`src/rtl/stream_mux_rr.sv`:
```
// +--------------------------------------------------------------------------+
// | stream_mux_rr : N-to-1 valid/ready stream mux, round-robin or fixed prio |
// | Revision 1.0                                                             |
// +--------------------------------------------------------------------------+
`default_nettype none

module stream_mux_rr #(
  parameter  int N  = 4,
  parameter  int W  = 8,
  parameter  int RR = 1,
  localparam int SW = (N > 1) ? $clog2(N) : 1
) (
  input  logic           clk_i,
  input  logic           reset_i,
  input  logic [N*W-1:0] in_data_i,
  input  logic [N-1:0]   in_valid_i,
  output logic [N-1:0]   in_ready_o,
  input  logic [N-1:0]   ch_en_i,
  output logic [W-1:0]   out_data_o,
  output logic           out_valid_o,
  input  logic           out_ready_i,
  output logic [SW-1:0]  out_sel_o
);

  logic [N-1:0]  w_req;
  logic          w_load;
  logic          w_found;
  logic [SW-1:0] w_grant;
  logic [SW:0]   w_idx;
  logic [W-1:0]  w_grant_data;

  logic          out_valid_q, out_valid_d;
  logic [W-1:0]  out_data_q,  out_data_d;
  logic [SW-1:0] out_sel_q,   out_sel_d;
  logic [SW-1:0] ptr_q,       ptr_d;

  assign w_req  = in_valid_i & ch_en_i;
  assign w_load = ~out_valid_q | out_ready_i;

  // Search upward from ptr with wrap; with RR=0 ptr stays 0, giving lowest-index priority.
  always_comb begin
    w_found = 1'b0;
    w_grant = '0;
    w_idx   = '0;
    for (int k = 0; k < N; k++) begin
      w_idx = {1'b0, ptr_q} + (SW+1)'(k);
      if (w_idx >= (SW+1)'(N)) begin
        w_idx = w_idx - (SW+1)'(N);
      end
      if (!w_found && w_req[w_idx[SW-1:0]]) begin
        w_found = 1'b1;
        w_grant = w_idx[SW-1:0];
      end
    end
  end

  always_comb begin
    w_grant_data = '0;
    for (int i = 0; i < N; i++) begin
      if (w_grant == SW'(i)) begin
        w_grant_data = in_data_i[i*W +: W];
      end
    end
  end

  assign in_ready_o = (w_load && w_found && !reset_i) ? (N'(1) << w_grant) : '0;

  always_comb begin
    out_valid_d = out_valid_q;
    out_data_d  = out_data_q;
    out_sel_d   = out_sel_q;
    ptr_d       = ptr_q;
    if (w_load) begin
      out_valid_d = w_found;
      if (w_found) begin
        out_data_d = w_grant_data;
        out_sel_d  = w_grant;
        if (RR != 0) begin
          ptr_d = (w_grant == SW'(N-1)) ? '0 : w_grant + 1'b1;
        end
      end
    end
  end

  always_ff @(posedge clk_i or posedge reset_i) begin
    if (reset_i) begin
      out_valid_q <= 1'b0;
      out_data_q  <= '0;
      out_sel_q   <= '0;
      ptr_q       <= '0;
    end else begin
      out_valid_q <= out_valid_d;
      out_data_q  <= out_data_d;
      out_sel_q   <= out_sel_d;
      ptr_q       <= ptr_d;
    end
  end

  assign out_valid_o = out_valid_q;
  assign out_data_o  = out_data_q;
  assign out_sel_o   = out_sel_q;

endmodule

`default_nettype wire

```
`config.mk`:
```
export PLATFORM = sky130hd
export DESIGN_NAME = stream_mux_rr
export DESIGN_NICKNAME = d
export VERILOG_FILES = /design/src/rtl/stream_mux_rr.sv
export SDC_FILE = /design/constraint.sdc
export NUM_CORES = 1
export LEC_CHECK = 0
export ABC_CLOCK_PERIOD_IN_PS = 8010
export BUFFER_PORTS_ARGS = -buffer_cell sky130_fd_sc_hd__buf_4
export CORE_MARGIN = 2
export CORE_UTILIZATION = 45
export CTS_CLUSTER_DIAMETER = 60
export DETAILED_ROUTE_END_ITERATION = 6
export PLACE_DENSITY = 0.88
export SLEW_MARGIN = 5
export SYNTH_ARGS = -nofsm -noshare
export SYNTH_HDL_FRONTEND = slang
export SYNTH_SLANG_ARGS = --single-unit
```
`constraint.sdc`:
```
create_clock -name clk_i -period 8.01 [get_ports clk_i]
set_input_delay 2.403 -clock clk_i [delete_from_list [all_inputs] [get_ports clk_i]]
set_output_delay 2.403 -clock clk_i [all_outputs]
set_load 0.05 [all_outputs]
```
# Word level (Yosys, flattened, before mapping)
# Cells that the tools add are included.
dict set report op_classes {
  n_addsub 8
  magnitude_cmp 8
  n_eq_ne 3
  shifts 1
  n_mux 26
  n_bitwise 3
  reduce_logical 11
}
# cell n
set op_table {}
lappend op_table {{two-way mux 8 bit} 4}
lappend op_table {{two-way mux 2 bit} 9}
lappend op_table {{< comparator 2 x 3 -> 1 bit, second input constant} 4}
lappend op_table {{>= comparator 3 bit, second input constant} 3}
lappend op_table {{binary-select mux 1 bit (select 2 bit)} 4}
lappend op_table {{two-way mux 1 bit} 8}
lappend op_table {{subtractor 2 x 1 -> 2 bit, second input constant} 4}
lappend op_table {{adder 2 x 2 -> 3 bit, second input constant} 2}
lappend op_table {{logical AND 1 bit} 5}
lappend op_table {{AND 4 bit} 1}
lappend op_table {{== test 2 bit, second input constant} 2}
lappend op_table {{logical NOT 1 bit} 4}
lappend op_table {{two-way mux 4 bit} 1}
lappend op_table {{left shift 1 x 2 -> 4 bit, first input constant} 1}
lappend op_table {{adder 2 x 1 -> 3 bit, second input constant} 1}
lappend op_table {{>= comparator 2 x 3 -> 1 bit, second input constant} 1}
lappend op_table {{adder 2 x 1 -> 2 bit, second input constant} 1}
lappend op_table {{== test 2 x 1 -> 1 bit, second input constant} 1}
lappend op_table {{logical NOT 2 bit} 1}
lappend op_table {{AND reduction 2 bit} 1}
lappend op_table {{inverter 1 bit} 1}
lappend op_table {{bitwise OR 1 bit} 1}
dict set report totals {
  ff_bits 13
  elab_cells 64
}

# Longest topological paths before layout
# Gate-level depths: netlist of the first run.
dict set report depth {
  depth_word 19
  mapped_depth 11
  ltp_nobuf 9
}

# Worst setup path after synthesis of the first run
# No wires, ideal clock.
dict set report synth_timing {
  path_type {input to output}
  startpoint {input in_valid_i[1]}
  endpoint {output in_ready_o[2]}
  arrival_ns 3.974
  setup_slack_ns 1.633
  stages 7
  path_cell_list {nand2_1 a31oi_1 o21ai_0 ha_1 buf_2 buf_2 and3_1}
}
dict set report synth_between {
  elab_chain_cells 16
}
# item line_no
set synth_rtl {}
lappend synth_rtl {{from (decl)} 16} ;# input logic [N-1:0] in_valid_i,
lappend synth_rtl {{AND 4 bit (*)} 37} ;# assign w_req = in_valid_i & ch_en_i;
lappend synth_rtl {{binary-select mux 1 bit (select 2 bit)} 50} ;# if (!w_found && w_req[w_idx[SW-1:0]]) begin
lappend synth_rtl {{two-way mux 1 bit (implied by the code)} 50}
lappend synth_rtl {{two-way mux 1 bit} 50}
lappend synth_rtl {{logical NOT 1 bit} 50}
lappend synth_rtl {{logical AND 1 bit} 50}
lappend synth_rtl {{two-way mux 1 bit} 50}
lappend synth_rtl {{logical NOT 1 bit} 50}
lappend synth_rtl {{logical AND 1 bit} 50}
lappend synth_rtl {{two-way mux 1 bit} 50}
lappend synth_rtl {{logical NOT 1 bit} 50}
lappend synth_rtl {{logical AND 1 bit} 50}
lappend synth_rtl {{two-way mux 1 bit} 50}
lappend synth_rtl {{logical AND 1 bit (2 in series)} 66} ;# assign in_ready_o = (w_load && w_found && !reset_i) ? (N'(1) << w_grant) : '0;
lappend synth_rtl {{two-way mux 4 bit (*)} 66}
lappend synth_rtl {{to (decl)} 17} ;# output logic [N-1:0] in_ready_o,
# Every way passes the cells marked *; elsewhere a longest branch is shown, timed or not. The select of a mux whose other input is x is not followed.

# Final worst setup path of the first run
# Same ends and word-level chain as after synthesis.

==> reports/summary.md, run 1 <==
The path class of the tightest hold or removal check is register to register. Once detail routing completed, the nets flagged for antenna violations numbered 0. After global routing the overflow that remains totals 0. For the total wire length after detailed routing, the log shows 2466 um.

Row generation in the floorplan step produced 16 rows. After clock tree synthesis, the clock-pin slew on the worst setup and hold paths is 0.08 ns. For the hold violation count in the final report, the log shows 0. The final route contains 975 vias. The vertical extent of the die works out to 49.82 um. The share of post-route cells with drive strength above 1 came out at 0.4025.

Power spread over the standard cell area amounts to 224.0 nW/um^2. The worst path in the final design needs a cycle of 6.567 ns, including I/O delays and setup. VDD sags by at most 0.0001861 V. At the end of routability-driven placement, the weighted congestion stood at 0.8299. The starting utilization of the core area is 0.4815. Synthesis produced a netlist with a net count of 153.

Setup repair after global routing left no endpoint under its margin. The run gives 0.2057 as the overall routing resource usage. Summed over all failing endpoints, the final setup total negative slack is 0 ns. Capturing element type of the critical path: a primary output.

For the depth of the CTS H-tree, the log shows 1. The logs give 915 for the number of global-route vias before repair and 1.455 ns for the pre-CTS worst setup slack. The analysis attributes to cell leakage a power of 0.0006969 uW.

The run finished with clean final reports. CTS saw 13 sinks. The number of unique standard cell types used by synthesis is 27.

After synthesis the cells add up to 944.7 um^2. The number of synthesized register bits works out to 13. The floorplan step defined a core boundary enclosing 1962 um^2. In this run the deepest clock path goes through 2 buffers. The number of antenna violations at the first check in global routing is 0.

Setup slack on the critical path of the routed design comes to 1.443 ns. The post-DP HPWL was 2005 um; the worst-path maximum fanout was 17. After clock tree synthesis, the repair step resized 0 gates. The final period utilization works out to 0.8199. The number of warnings printed during yosys synthesis is 0, and the routed via count divided by cell count is 5.242. TritonCTS built the clock tree. The number of max-capacitance violations reported was 0. The die is 49.82 um wide. Setup violations remaining at the end of the flow were counted as 0. The growth of design area from synthesis to finish was 44.11%; the number of iterations in the first detailed-routing pass was 4. The first global-routing pass estimated 3988 um of wire. The cell chosen for the clock root was sky130_fd_sc_hd__clkbuf_4.

The count of inserted antenna diode cells was 0; the mean post-synth cell area was 8.912 um^2. The logs give 152.3 MHz for the highest clock frequency the design can meet and 0.001917 ns for the worst clock skew. Fill cells in the final layout number 175. The number of DRC markers in iteration 0 came out at 19.

The net count of the finished layout is 207. The die covers 2482 um^2. The largest net degree at the start of global routing is 26. For the worst-skew pair, the clock arrives at the later sink with an insertion delay of 0.28 ns. By startpoint and endpoint, the worst setup path is classified as primary input to primary output.

Port buffering added 57 buffers. At the pin with the least slew margin, the transition time is 0.5945 ns. Pin placement for this block handled 58 I/O pins. Number of instances in the synthesized netlist: 106. The part of the Yosys area used for sequential elements was 0.3444; the count of final max-slew check failures was 0. The worst slew margin relative to its limit was 0.6037. For the worst setup path, the data required time is 5.61 ns. For this design, the CTS-stage hold fixing added 0 buffers. The tools report the arrival time at the worst endpoint as 4.16 ns.

The run gives 3 as the number of CTS-inserted buffers. The average wire length per cell after detail routing came out at 13.26 um. The tools report the critical path startpoint category as a primary input. The post-route DRC violation count came out at 0. Post-CTS timing repair inserted 0 buffers for setup.
[registers in the layout (all words and copies together) (netlist names)]
signal and flops:
out_data_o 8, out_sel_o 2, ptr_q 2, out_valid_o 1
[power breakdown]
group	switching (uW)	total (uW)	internal, uW
Clock	22.2	41.5	19.3
Combinational	105	168	64.0
Sequential	12.1	94.9	82.8
[worst paths after layout]
| check | from | end | slack [ns] | cells after the start |
|---|---|---|---|---|
| min in group asynchronous | reset_i | out_data_o[1] | 2.17 | 2 |
| worst max register to register | ptr_q[1] | out_data_o[7] | 5.55 | 9 |
| worst min-delay path | out_sel_o[1] | out_sel_o[1] | 0.53 | 2 |
| worst min register to register | out_sel_o[1] | out_sel_o[1] | 0.53 | 2 |
| worst max-delay path | in_valid_i[1] | in_ready_o[2] | 1.44 | 7 |
| max in group asynchronous | reset_i | ptr_q[0] | 5.48 | 2 |
[worst max-delay path, stage by stage]
cell,delay [ns]
sky130_fd_sc_hd__buf_4,0.11
sky130_fd_sc_hd__nand2_1,0.15
sky130_fd_sc_hd__a31oi_1,0.07
sky130_fd_sc_hd__o21ai_0,0.44
sky130_fd_sc_hd__ha_1,0.57
sky130_fd_sc_hd__and3_1,0.23
sky130_fd_sc_hd__buf_4,0.19
[through the flow]
stage                     hold slack (ns)  instance area [um^2]  utilization  std cells  total power [uW]
after floorplan                    0.5319                 944.7            -        106             215.1
after CTS                          0.5366                  1361       0.6939        186             306.4
final                              0.5342                  1361       0.6939        186             304.9
after global placement             0.5087                  1335       0.6805        182             260.9
after global routing               0.5816                  1361       0.6939        186             321.1
after detailed placement           0.5269                  1335       0.6805        182             265.2
[layout by cell type (no fill, tap or decap), drive strengths merged]
| cell type | n |
|---|---|
| o22ai | 1 |
| o21ai | 3 |
| and3 | 4 |
| inv | 14 |
| a221oi | 8 |
| o22a | 1 |
| nand4b | 1 |
| clkbuf | 4 |
| nand2 | 12 |
| a31oi | 11 |
| a22oi | 1 |
| buf | 57 |
| o2bb2ai | 1 |
| nand2b | 1 |
| a21oi | 1 |
| nand4 | 1 |
| ha | 4 |
| a211o | 8 |
| a21o | 1 |
| o31a | 1 |
| nor2 | 8 |
| dfrtp | 13 |
| nor2b | 3 |
[synth_stat cells]
cell type / number / share of area
sky130_fd_sc_hd__nand2_1: 12 / 0.048
sky130_fd_sc_hd__and3_2: 1 / 0.0079
sky130_fd_sc_hd__and3_1: 3 / 0.020
sky130_fd_sc_hd__nor2b_1: 2 / 0.013
sky130_fd_sc_hd__nor2b_4: 1 / 0.015
sky130_fd_sc_hd__ha_1: 4 / 0.053
sky130_fd_sc_hd__a221oi_1: 8 / 0.074
sky130_fd_sc_hd__nand4b_1: 1 / 0.0093
sky130_fd_sc_hd__a211o_1: 8 / 0.074
sky130_fd_sc_hd__o22ai_1: 1 / 0.0066
sky130_fd_sc_hd__buf_2: 3 / 0.016
sky130_fd_sc_hd__a21o_1: 1 / 0.0079
sky130_fd_sc_hd__a22oi_2: 1 / 0.013
sky130_fd_sc_hd__o21ai_0: 2 / 0.011
sky130_fd_sc_hd__nor2_1: 8 / 0.032
sky130_fd_sc_hd__o21ai_1: 1 / 0.0053
sky130_fd_sc_hd__a21oi_1: 1 / 0.0053
sky130_fd_sc_hd__o2bb2ai_1: 1 / 0.0093
sky130_fd_sc_hd__o22a_1: 1 / 0.0093
sky130_fd_sc_hd__inv_1: 14 / 0.056
sky130_fd_sc_hd__a31oi_4: 1 / 0.023
sky130_fd_sc_hd__o31a_1: 1 / 0.0093
sky130_fd_sc_hd__dfrtp_1: 13 / 0.34
sky130_fd_sc_hd__nand4_1: 1 / 0.0066
sky130_fd_sc_hd__nand2b_1: 1 / 0.0066
sky130_fd_sc_hd__buf_6: 5 / 0.060
sky130_fd_sc_hd__a31oi_1: 10 / 0.066
[final cells by class]
type                       instances  area, um^2  area share
multi-input combinational         71       495.5      0.3640
tap                               27       33.78     0.02482
sequential                        13       325.3      0.2390
inverter                          14       52.55     0.03860
clock buffer                       4       26.28     0.01930
timing repair buffer              57       427.9      0.3143
[per-layer routing]
layer / vias to the layer above / share of wire / GRT usage
met1: 433 / 0.43 / 0.2703
met3: 5 / 0.086 / 0.04242
met4: 0 / 0.015 / 0.09722
li1: 490 / - / -
met5: - / 0 / 0
met2: 47 / 0.47 / 0.3222
[kinds of logic after synthesis]
group | after synthesis | synth area share
simple gates | 30 | 0.1576
compound gates | 37 | 0.3139
flops | 13 | 0.3444
buf+inv | 22 | 0.1311
fa+ha+maj | 4 | 0.05298
Note: power is estimated with default switching activity, not from simulation.
==> run 2: changes to the inputs <==
Settings changed: ABC_CLOCK_PERIOD_IN_PS 8010 to 5670, CORE_UTILIZATION 45 to 38, PLACE_DENSITY 0.88 to 0.8.
Clock period 8.01 ns to 5.67 ns, I/O delays scaled along.
==> reports/summary.md, run 2 (same netlist as run 1, synthesis figures left out) <==
The register with the most flip-flops in the layout has 8 of them. After routing, the total negative slack on setup checks comes to 0 ns. The kind of critical path is primary input to primary output. The final period utilization works out to 0.9191. The most common cell after layout, fill and taps aside is sky130_fd_sc_hd__buf_4. The insertion delay of the later-clocked pin in the worst-skew pair is 0.27 ns. The total wire length after detailed routing was 2509 um; the post-DP HPWL was 1994 um. 58 I/O pins were placed. The width of the die works out to 53.86 um. The count of nets left with antenna violations once routing finished came out at 0.

STA puts the critical path data arrival time at 3.51 ns. The capturing element type of the critical path was a primary output. The floorplan has 18 rows.

The critical-path cell with the highest stage delay is sky130_fd_sc_hd__o21ai_0. The logs give 0 for the post-route DRC violation count and 13 for the CTS sink count. Dividing the detail-routed via count by the number of cells gives 5.095.

In this run, post-CTS hold repair placed 0 buffers. From synthesis to final layout, the design area changed by 45.30%. In this run the static leakage power is 0.0007021 uW. The run gives 191.9 MHz as the highest clock frequency the design can meet. Across the run, the number of max-cap violations was 0.

The worst register-to-register path begins at ptr_q[1]. Kind of cell adding the most delay to the critical path: compound AO/OA/AOI/OAI gates. The slew at the pin with the worst max-slew slack works out to 0.6011 ns. TritonCTS created 3 clock buffers. The detailed route wirelength on metal2 was 1256 um.

The worst register-to-register path ends at out_data_o[3]. The total of buffers placed on input and output ports works out to 57. The worst-case IR drop observed on VDD is 0.0002864 V. The signal on the critical path passes through buf_4 -> nand2_1 -> a31oi_1 -> o21ai_0 -> inv_1 -> ha_1 -> and3_1 -> buf_4.

The run gives 0 as the count of final max-slew check failures. The reg2reg setup slack came out at 3.15 ns. The tightest min-delay check is of the register to register type. For the final database, setup skew stands at 0.002430 ns. The number of global-route vias before repair is 808, and the count of vias placed by the detailed router is 968.

Setup repair after global routing left no endpoint under its margin. The most critical setup path has its endpoint at in_ready_o[3]. The die covers 2901 um^2.

The run gives 26 as the largest net degree at the start of global routing. TritonCTS built the clock tree. Global routing finished with a remaining overflow of 0. Leaving out fill and tap cells, the most frequent cells in the layout are sky130_fd_sc_hd__buf_4 (58), sky130_fd_sc_hd__inv_1 (14), sky130_fd_sc_hd__dfrtp_1 (13), sky130_fd_sc_hd__nand2_1 (12), sky130_fd_sc_hd__a31oi_1 (10). The data required time of the worst path was 3.97 ns; the vertical extent of the die was 53.86 um. The highest layer touched by signal routing is met3. For the overall routing resource usage, the log shows 0.1630.

The tools report the critical path startpoint category as a primary input. Quantity of gates resized following cts: 0. The worst slew margin relative to its limit is 0.5992, and the deepest clock path buffer count is 2. After detailed routing, the wire length on met1 is 1138 um.

In the final routed layout, each cell accounts on average for 13.21 um. The net count of the finished layout is 208. Setup violations remaining at the end of the flow were counted as 0.

Before antenna repair, the detailed router went through 4 iterations. The floorplan step defined a core boundary enclosing 2410 um^2. The congestion estimate from routability-driven global placement came to 0.7855. The run gives 1346 um^2 as the placed standard-cell area.

The tools report the launch point of the worst path as in_valid_i[1]. The power density relative to cell area was 313.3 nW/um^2; the number of DRC markers in iteration 0 was 19. Cell chosen for the clock root: sky130_fd_sc_hd__clkbuf_4.

The starting utilization of the core area was 0.3920; the final critical-path required period was 5.211 ns. After clock tree synthesis, the clock-pin slew on the worst setup and hold paths is 0.08 ns. The number of antenna violations at the first check in global routing came out at 0. The number of buffer and inverter instances along the worst setup path is 3. On the worst path, the slowest cell contributes a delay of 0.47 ns. The hold violation count in the final report is 0, and the depth of the CTS H-tree is 1. The run finished with clean final reports. In this run the worst path has a maximum fanout of 17. The count of inserted antenna diode cells is 0, and the routed length on met3 is 114 um.

The worst hold path begins at out_sel_o[1]. For the area of all placed cells without fillers, the log shows 1373 um^2. For the worst flop-to-flop path, the logic depth is 9. The first global-routing pass estimated 3477 um of wire. Counting buffers and inverters, the worst setup path is 8 cells deep.

In this run the post-CTS setup repair buffer count came out at 0. The share of post-route cells with drive strength above 1 came out at 0.4063. Among the stages of the critical path, the cell type that occurs most often is sky130_fd_sc_hd__buf_4.
## run 2: per-layer routing
metal | up-vias | GRT usage
met5 | - | 0
met4 | 0 | 0.04274
met3 | 0 | 0.02222
met2 | 29 | 0.2561
met1 | 446 | 0.2329
li1 | 493 | -
## run 2: final cells by class
class	instances	area [um^2]
sequential	13	325.3
inverter	14	52.55
clock buffer	4	26.28
timing repair buffer	58	435.4
tap	30	37.54
fill	215	1037
multi-input combinational	71	495.5
## run 2: worst min path at each step
stage / endpoint / slack, ns / depth (start not counted)
4_1_cts: out_sel_o[1] / 0.54 / 2
6_report: out_sel_o[1] / 0.53 / 2
3_5_place_dp: out_sel_o[1] / 0.52 / 2
2_1_floorplan: ptr_q[0] / 0.53 / 1
3_3_place_gp: out_sel_o[1] / 0.51 / 2
5_1_grt: out_sel_o[1] / 0.57 / 2
## run 2: power by group
group	total (uW)	internal, uW	switching, uW
Combinational	239	91.0	148
Sequential	134	117	17.5
Clock	56.4	27.2	29.2
## run 2: metrics by stage
step / utilization / hold slack [ns] / worst slack, ns / power [uW] / instances
after global placement: 0.5587 / 0.5146 / 0.5498 / 370.8 / 186
after CTS: 0.5696 / 0.5391 / 0.4460 / 432.4 / 190
final: 0.5696 / 0.5345 / 0.4585 / 430.0 / 190
after global routing: 0.5696 / 0.5716 / 0.2927 / 456.4 / 190
after floorplan: - / 0.5319 / 0.6965 / 303.8 / 106
after detailed placement: 0.5587 / 0.5240 / 0.4499 / 375.2 / 186
## run 2: worst min-delay path: cells and delay by family, from the launching register on
| family | cells | cell delay, ns |
|---|---|---|
| flops | 1 | 0.39 |
| compound gates | 1 | 0.06 |
| buf+inv | 1 | 0.05 |
